===== src/rtl/tdc_frame_rx_if.sv =====
// Serial line in, decoded byte/frame results out, for the TDC frame receiver.
// The master side drives the line; the slave side is the receiver itself.
interface tdc_frame_rx_if #(
    parameter int unsigned N_BYTES = 2
);
    localparam int unsigned FRAME_W = 8 * N_BYTES;

    logic               rx_in;
    logic [7:0]         byte_data;
    logic               byte_valid;
    logic [FRAME_W-1:0] frame_data;
    logic               frame_valid;
    logic               frame_err;
    logic               busy;

    modport master (
        output rx_in,
        input  byte_data, byte_valid, frame_data, frame_valid, frame_err, busy
    );

    modport slave (
        input  rx_in,
        output byte_data, byte_valid, frame_data, frame_valid, frame_err, busy
    );
endinterface


===== src/rtl/tdc_frame_rx.sv =====
// 8N1 UART receiver plus frame assembler for the TDC serial link: packs N_BYTES
// bytes (MS byte first) into one word, flags bad stop bits and stalled frames.
module tdc_frame_rx #(
    parameter int unsigned CLKS_PER_BIT = 87,
    parameter int unsigned N_BYTES      = 2,
    parameter int unsigned TIMEOUT_BITS = 20
) (
    input  logic          clk,
    input  logic          rst_n,
    tdc_frame_rx_if.slave rx_if
);
    localparam int unsigned BIT_W     = $clog2(CLKS_PER_BIT);
    localparam int unsigned HALF_BIT  = CLKS_PER_BIT / 2;
    localparam int unsigned TMO_LIMIT = TIMEOUT_BITS * CLKS_PER_BIT;
    localparam int unsigned TMO_W     = $clog2(TMO_LIMIT + 1);
    localparam int unsigned CNT_W     = $clog2(N_BYTES + 1);
    localparam int unsigned FRAME_W   = 8 * N_BYTES;

    typedef enum logic [2:0] {
        S_IDLE,
        S_START,
        S_DATA,
        S_STOP,
        S_BREAK
    } state_t;

    state_t             state;
    logic               rx_m, rx_s, rx_d;
    logic [BIT_W-1:0]   bit_cnt;
    logic [2:0]         bit_idx;
    logic [7:0]         shift;
    logic [FRAME_W-1:0] acc;
    logic [CNT_W-1:0]   count;
    logic [TMO_W-1:0]   tmo_cnt;

    logic [7:0]         byte_data;
    logic               byte_valid;
    logic [FRAME_W-1:0] frame_data;
    logic               frame_valid;
    logic               frame_err;

    logic               start_edge_c;
    logic               half_done_c;
    logic               bit_done_c;
    logic               last_byte_c;
    logic               tmo_hit_c;
    logic [FRAME_W-1:0] frame_next_c;

    // Two-flop synchroniser plus one delayed copy for start-edge detection; idle line is high.
    always_ff @(posedge clk or negedge rst_n) begin
        if (!rst_n) begin
            rx_m <= 1'b1;
            rx_s <= 1'b1;
            rx_d <= 1'b1;
        end else begin
            rx_m <= rx_if.rx_in;
            rx_s <= rx_m;
            rx_d <= rx_s;
        end
    end

    assign start_edge_c = rx_d & ~rx_s;
    assign half_done_c  = (bit_cnt == BIT_W'(HALF_BIT - 1));
    assign bit_done_c   = (bit_cnt == BIT_W'(CLKS_PER_BIT - 1));
    assign last_byte_c  = (count == CNT_W'(N_BYTES - 1));
    assign tmo_hit_c    = (tmo_cnt == TMO_W'(TMO_LIMIT - 1));
    // Accumulator shifted up one byte with the new byte in the LS position.
    assign frame_next_c = FRAME_W'({acc, shift});

    always_ff @(posedge clk or negedge rst_n) begin
        if (!rst_n) begin
            state       <= S_IDLE;
            bit_cnt     <= '0;
            bit_idx     <= '0;
            shift       <= '0;
            acc         <= '0;
            count       <= '0;
            tmo_cnt     <= '0;
            byte_data   <= '0;
            byte_valid  <= 1'b0;
            frame_data  <= '0;
            frame_valid <= 1'b0;
            frame_err   <= 1'b0;
        end else begin
            byte_valid  <= 1'b0;
            frame_valid <= 1'b0;
            frame_err   <= 1'b0;

            case (state)
                S_IDLE: begin
                    // Inter-byte stall detector; it wins over a start edge in the same cycle.
                    if (count != '0) begin
                        if (tmo_hit_c) begin
                            frame_err <= 1'b1;
                            count     <= '0;
                            acc       <= '0;
                            tmo_cnt   <= '0;
                        end else begin
                            tmo_cnt <= tmo_cnt + 1'b1;
                        end
                    end
                    if (start_edge_c) begin
                        state   <= S_START;
                        bit_cnt <= '0;
                    end
                end

                S_START: begin
                    if (half_done_c) begin
                        bit_cnt <= '0;
                        bit_idx <= '0;
                        state   <= rx_s ? S_IDLE : S_DATA;
                    end else begin
                        bit_cnt <= bit_cnt + 1'b1;
                    end
                end

                S_DATA: begin
                    if (bit_done_c) begin
                        bit_cnt <= '0;
                        shift   <= {rx_s, shift[7:1]};
                        bit_idx <= bit_idx + 1'b1;
                        if (bit_idx == 3'd7) begin
                            state <= S_STOP;
                        end
                    end else begin
                        bit_cnt <= bit_cnt + 1'b1;
                    end
                end

                S_STOP: begin
                    if (bit_done_c) begin
                        bit_cnt <= '0;
                        if (rx_s) begin
                            state      <= S_IDLE;
                            byte_data  <= shift;
                            byte_valid <= 1'b1;
                            tmo_cnt    <= '0;
                            if (last_byte_c) begin
                                frame_data  <= frame_next_c;
                                frame_valid <= 1'b1;
                                count       <= '0;
                                acc         <= '0;
                            end else begin
                                acc   <= frame_next_c;
                                count <= count + 1'b1;
                            end
                        end else begin
                            state     <= S_BREAK;
                            frame_err <= 1'b1;
                            count     <= '0;
                            acc       <= '0;
                        end
                    end else begin
                        bit_cnt <= bit_cnt + 1'b1;
                    end
                end

                // Held-low line after a framing error must go high before a new start is honoured.
                S_BREAK: begin
                    if (rx_s) begin
                        state <= S_IDLE;
                    end
                end

                default: state <= S_IDLE;
            endcase
        end
    end

    assign rx_if.byte_data   = byte_data;
    assign rx_if.byte_valid  = byte_valid;
    assign rx_if.frame_data  = frame_data;
    assign rx_if.frame_valid = frame_valid;
    assign rx_if.frame_err   = frame_err;
    assign rx_if.busy        = (state != S_IDLE) | (count != '0);

endmodule


===== src/flat_wrapper.sv =====
// flat-port wrapper written by rule: the top's interface ports become plain ports
module tdc_frame_rx_flat 
#(
    parameter int unsigned CLKS_PER_BIT = 87,
    parameter int unsigned N_BYTES      = 2,
    parameter int unsigned TIMEOUT_BITS = 20
)
  (clk, rst_n, rx_if_rx_in, rx_if_byte_data, rx_if_byte_valid, rx_if_frame_data, rx_if_frame_valid, rx_if_frame_err, rx_if_busy);
  tdc_frame_rx_if #(.N_BYTES(N_BYTES)) rx_if_i ();
  input  logic clk;
  input  logic rst_n;
  input wire logic [$bits(rx_if_i.rx_in)-1:0] rx_if_rx_in;
  output wire logic [$bits(rx_if_i.byte_data)-1:0] rx_if_byte_data;
  output wire logic [$bits(rx_if_i.byte_valid)-1:0] rx_if_byte_valid;
  output wire logic [$bits(rx_if_i.frame_data)-1:0] rx_if_frame_data;
  output wire logic [$bits(rx_if_i.frame_valid)-1:0] rx_if_frame_valid;
  output wire logic [$bits(rx_if_i.frame_err)-1:0] rx_if_frame_err;
  output wire logic [$bits(rx_if_i.busy)-1:0] rx_if_busy;
  assign rx_if_i.rx_in = rx_if_rx_in;
  assign rx_if_byte_data = rx_if_i.byte_data;
  assign rx_if_byte_valid = rx_if_i.byte_valid;
  assign rx_if_frame_data = rx_if_i.frame_data;
  assign rx_if_frame_valid = rx_if_i.frame_valid;
  assign rx_if_frame_err = rx_if_i.frame_err;
  assign rx_if_busy = rx_if_i.busy;
  tdc_frame_rx #(.CLKS_PER_BIT(CLKS_PER_BIT), .N_BYTES(N_BYTES), .TIMEOUT_BITS(TIMEOUT_BITS)) u_core (.clk(clk), .rst_n(rst_n), .rx_if(rx_if_i));
endmodule

===== config.mk =====
export PLATFORM = sky130hd
export DESIGN_NAME = tdc_frame_rx_flat
export DESIGN_NICKNAME = d
export VERILOG_FILES = /design/src/rtl/tdc_frame_rx_if.sv /design/src/rtl/tdc_frame_rx.sv /design/src/flat_wrapper.sv
export SDC_FILE = /design/constraint.sdc
export NUM_CORES = 1
export LEC_CHECK = 0
export BUFFER_PORTS_ARGS = -buffer_cell sky130_fd_sc_hd__buf_4
export CAP_MARGIN = 10
export CORE_ASPECT_RATIO = 0.75
export CORE_MARGIN = 2
export CORE_UTILIZATION = 59
export DETAILED_ROUTE_END_ITERATION = 16
export GPL_TIMING_DRIVEN = 0
export PLACE_DENSITY_LB_ADDON = 0.3
export RECOVER_POWER = 100
export SLEW_MARGIN = 20
export SYNTH_ARGS = -nofsm -noshare
export SYNTH_HDL_FRONTEND = slang
export SYNTH_SLANG_ARGS = --single-unit

===== constraint.sdc =====
create_clock -name clk -period 2.9 [get_ports clk]
set_clock_uncertainty 0.15 [all_clocks]
set_input_delay 0.29 -clock clk [delete_from_list [all_inputs] [get_ports clk]]
set_output_delay 0.29 -clock clk [all_outputs]
set_load 0.1 [all_outputs]

* Word level (Yosys, flattened, before mapping)
Index checks and enable logic that the tools add are counted.
** Storage, ports and cells
- Register bits after elaboration :: 72
- Bits of input ports :: 3
- Output and inout port bits :: 28
- Logic and storage cells :: 100
** Operators by class
- Add/subtract/negate cells :: 4
- Equal/unequal tests :: 18
- Multiplexer cells :: 45
- Bitwise gates (word level) :: 3
- Reductions and logical operators :: 15
** Operators by type and width (count)
- $mux W11 :: 4
- $mux W8 :: 5
- $mux W3 :: 9
- $pmux W11 S2 :: 1
- $mux W7 :: 3
- $pmux W7 S3 :: 1
- $ne A2 B1 Y1 const B :: 9
- $pmux W8 S2 :: 1
- $pmux W3 S5 :: 1
- $mux W2 :: 6
- $reduce_and A4 Y1 :: 3
- $add A11 B1 Y11 const B :: 1
- $eq A11 B11 Y1 const B :: 1
- $mux W1 :: 11
- $add A7 B1 Y7 const B :: 1
- $eq A7 B6 Y1 const B :: 1
- $eq A7 B7 Y1 const B :: 1
- $eq A3 B2 Y1 const B :: 2
- $eq A3 B3 Y1 const B :: 2
- $pmux W3 S2 :: 1
- $reduce_and A3 Y1 :: 2
- $reduce_and A6 Y1 :: 1
- $reduce_bool A2 Y1 :: 3
- $reduce_bool A3 Y1 :: 2
- other kinds (12) :: 13

* Depth between registers and ports, before layout
- Word-level depth :: 5
- Depth in mapped cells :: 9
- Mapped depth without buffers :: 6

* Worst setup path after synthesis
Ideal clock, no wire load.
- Kind :: register to register
- From :: register u_core.bit_cnt[0]
- To :: register u_core.frame_data[10], in the netlist u_core.rx_if.frame_data[10]
- Setup time :: 126 ps
- Data arrival time :: 1833 ps
- Required time :: 2624 ps
- Setup slack :: 790 ps
- Stages on the path, launching flop included :: 10
- Path buffers :: 3
- Period minus slack after synthesis :: 2110 ps
- Cell sequence :: dfrtp_1 -> inv_1 -> ha_1 -> and4b_1 -> buf_6 -> and4_4 -> and3_4 -> buf_6 -> buf_12 -> mux2_4
** On the way
- Cells in the longest elaborated chain, start to end :: 2
** Ends and longest elaborated chain
- start, declared :: line tdc_frame_rx.sv:29 : logic [BIT_W-1:0] bit_cnt;
- start signal, assigned :: line tdc_frame_rx.sv:114 : bit_cnt <= bit_cnt + 1'b1;
- start signal, assigned :: line tdc_frame_rx.sv:127 : bit_cnt <= bit_cnt + 1'b1;
- start signal, assigned :: line tdc_frame_rx.sv:155 : bit_cnt <= bit_cnt + 1'b1;
- $eq A7 B7 Y1 :: line tdc_frame_rx.sv:64 : assign bit_done_c = (bit_cnt == BIT_W'(CLKS_PER_BIT - 1));
- $reduce_and A4 Y1 (no source line)
- end signal, assigned :: line tdc_frame_rx.sv:140 : frame_data <= frame_next_c;
- end, declared :: line tdc_frame_rx.sv:38 : logic [FRAME_W-1:0] frame_data;
No other way between the ends.
A chain may end at the register's enable or synchronous reset.

* Worst setup path in the final report
- From :: register u_core.bit_cnt[0]
- To :: register u_core.byte_data[7], in the netlist u_core.rx_if.byte_data[7]
** On the way
- Cells in the longest elaborated chain, start to end :: 2
** Ends and longest elaborated chain
- $eq A7 B7 Y1 :: line tdc_frame_rx.sv:64
- $reduce_and A3 Y1 (no source line)
- end signal, assigned :: line tdc_frame_rx.sv:136 : byte_data <= shift;
- end, declared :: line tdc_frame_rx.sv:36 : logic [7:0] byte_data;
No other way between the ends.

==> run metrics <==
IO buf count 30; Seq/Total Area, Yosys 54.5%; predominant post-synthesis flop cell dfrtp_1; I/O pin cnt 31; H-tree levels 3; Worst EP required 2980 ps; largest net degree at the start of global routing 73; hpwl dp 4020 um; clock latency at the later pin of the worst-skew pair 350 ps; total number of vias 2308; Final Non-Filler Cells 399; minimum clock period 2510 ps; CTS Root Cell clkbuf_8; final instance area 3680 um2; fmax 398 MHz; DR WL/cell 15.4 um; failing checks max-capacitance violations, max-slew violations; final wirelength 6150 um; CP Class register to register; Syn Nets 285; setup ws final 390 ps; dpl ws 613 ps; initial antenna violation count 0; ys async rst share 100%; P_leak 1.70 nW; Placed Cells incl. Taps 382; Slew HR -14.4%; post-placement cell area 3630 um2; Multi-input gate area 1340 um2; commonest cells after routing, fill and taps aside 69 x dfrtp_1, 35 x clkbuf_1, 27 x nand2_1; layout cells sized above 1 15.7%; Clock Pin Slew Worst Setup and Hold Paths 70 ps; Pre-Repair DR Iteration Count 4; Synth Register Bits 72; Power Dens Cells 504 nW/um2; vias in the first global route 2178; antenna viol nets, final 0; via/cell ratio 5.78; total gr overflow 0; Warnings, synthesis 0; Area Growth Syn to Fin 11.1%; TritonCTS buffer count 9; first-pass GRT wire length 10200 um; Longest Clk Path Bufs 2; Nets 328; most common cell after layout, fill and taps aside dfrtp_1; VDD IR max 349 uV; Fin. Hold Viols 0; Die ar. 6240 um2; Initial Util 61.6%; Slew Viols, Final 73; RSZ-0062 raised after global routing no; Yosys cell types 52; GP Congestion 0.867; CP startpoint kind register; status finished with violations; number of flops mapped to enable cells by yosys 0; Chip Width 90.5 um; Post-Syn Area 3310 um2; post-synthesis area per instance 12.0 um2; post-CTS sizing 0; Reg area 1810 um2; total clock sinks 72; initial DRC count 88; final setup fails 0; DRC 0; Worst EP arrival 2590 ps; Post-Route Setup TNS 0 ps; Min-Delay Path Class register to register; Die Y 68.9 um; final period utilization 86.6%; worst slew pin tran 1720 ps; CTS tree built; cell count after synthesis 277; Critical Path Fanout Max 10; Fill cells 433; row count 23; GRT Total Usage 21.4%; endpoint class of the critical path register; max-capacitance violation count 1; diodes inserted 0; Core ar. 5380 um2
## sequential cells by signal, indices dropped and copies added (netlist names)
name and flops:
u_core.acc 8, u_core.bit_cnt 7, u_core.bit_idx 3, u_core.count 2, u_core.rx_d 1, u_core.rx_if.byte_data 8
u_core.rx_if.byte_valid 1, u_core.rx_if.frame_data 16, u_core.rx_if.frame_err 1, u_core.rx_if.frame_valid 1, u_core.rx_m 1, u_core.rx_s 1
u_core.shift 8, u_core.state 3, u_core.tmo_cnt 11
## critical path: stages, from the launching register on
cell and delay [ps]:
dfrtp_1 420, inv_1 70, ha_1 170, and4b_1 200
clkbuf_1 230, and4_4 270, clkbuf_1 480, mux2_2 400
## metal layers
| metal | global-route usage (%) | wire, um |
|---|---|---|
| met5 | 0 | 0 |
| met4 | 8.65 | 79 |
| met3 | 5.98 | 285 |
| met2 | 35.3 | 2850 |
| met1 | 27.5 | 2940 |
## area by class of cell
class / count / share of cell area [%]
Clock inverter: 4 / 1.53
Multi-Input combinational cell: 181 / 36.3
Sequential cell: 72 / 49.0
Clock buffer: 11 / 3.57
Inverter: 13 / 1.33
Timing Repair Buffer: 32 / 3.77
Tap cell: 75 / 2.55
Buffer: 11 / 1.94
## cell families (layout without fill, tap and decap cells)
group	after synthesis	count (layout)	synth area share (%)
buffers and inverters	24	71	3.93
muxes	44	44	15.7
and+or+nand+nor	79	79	13.1
adders and majority gates	5	5	1.89
DFF	72	72	54.5
AOI/OAI and AO/OA	53	53	10.9
## cell usage after synthesis (all sizes together), types with 2 or more instances
cell / n / area [um2]
dfrtp: 69 / 1730
mux2: 33 / 409
nand2: 27 / 104
a31oi: 13 / 81.3
inv: 13 / 48.8
mux2i: 11 / 110
a21oi: 9 / 48.8
nor2: 9 / 33.8
buf: 8 / 70.1
nand3: 8 / 40.0
o211ai: 8 / 60.1
o21ai: 7 / 35.0
nand2b: 6 / 37.5
and3: 5 / 36.3
ha: 5 / 62.6
and4: 4 / 37.5
clkbuf: 3 / 11.3
dfstp: 3 / 78.8
nor2b: 3 / 18.8
nor3: 3 / 15.0
o311ai: 3 / 26.3
a21o: 2 / 15.0
a22o: 2 / 17.5
nand4: 2 / 12.5
nor4bb: 2 / 20.0
o22ai: 2 / 12.5
or2: 2 / 12.5
## power by group
| part | total (mW) | leakage [nW] | switching [mW] | internal (mW) |
|---|---|---|---|---|
| clock | 0.766 | 0.0936 | 0.368 | 0.398 |
| combinational | 0.0675 | 0.608 | 0.0517 | 0.0157 |
| sequential | 1.02 | 0.994 | 0.00858 | 1.01 |
| total | 1.85 | 1.70 | 0.428 | 1.43 |
## timing repair
item	in CTS	in global routing
hold buffers	2	0
setup buffers	0	0
endpoints found under the hold margin	70	0
## path summary, 6_finish.rpt
path / startpoint / end / slack [ps] / cells after the start
hold reg to reg: u_core.rx_m / u_core.rx_s / 210 / 0
setup reg to reg: u_core.bit_cnt[0] / u_core.rx_if.byte_data[7] / 390 / 7
hold / removal: u_core.rx_m / u_core.rx_s / 210 / 0
max in group asynchronous: rst_n / u_core.bit_cnt[3] / 790 / 2
setup / recovery: u_core.bit_cnt[0] / u_core.rx_if.byte_data[7] / 390 / 7
min in group asynchronous: rst_n / u_core.rx_if.frame_valid / 790 / 2
## through the flow
step                hold slack [ps]  utilization (%)  total power, mW
floorplan                      -156                -             1.08
global placement                196             67.5             1.11
detailed placement              198             67.5             1.11
CTS                             209             71.4             1.88
global route                    220             68.4             1.93
finish                          213             68.4             1.85
Note: power is estimated with default switching activity, not from simulation.
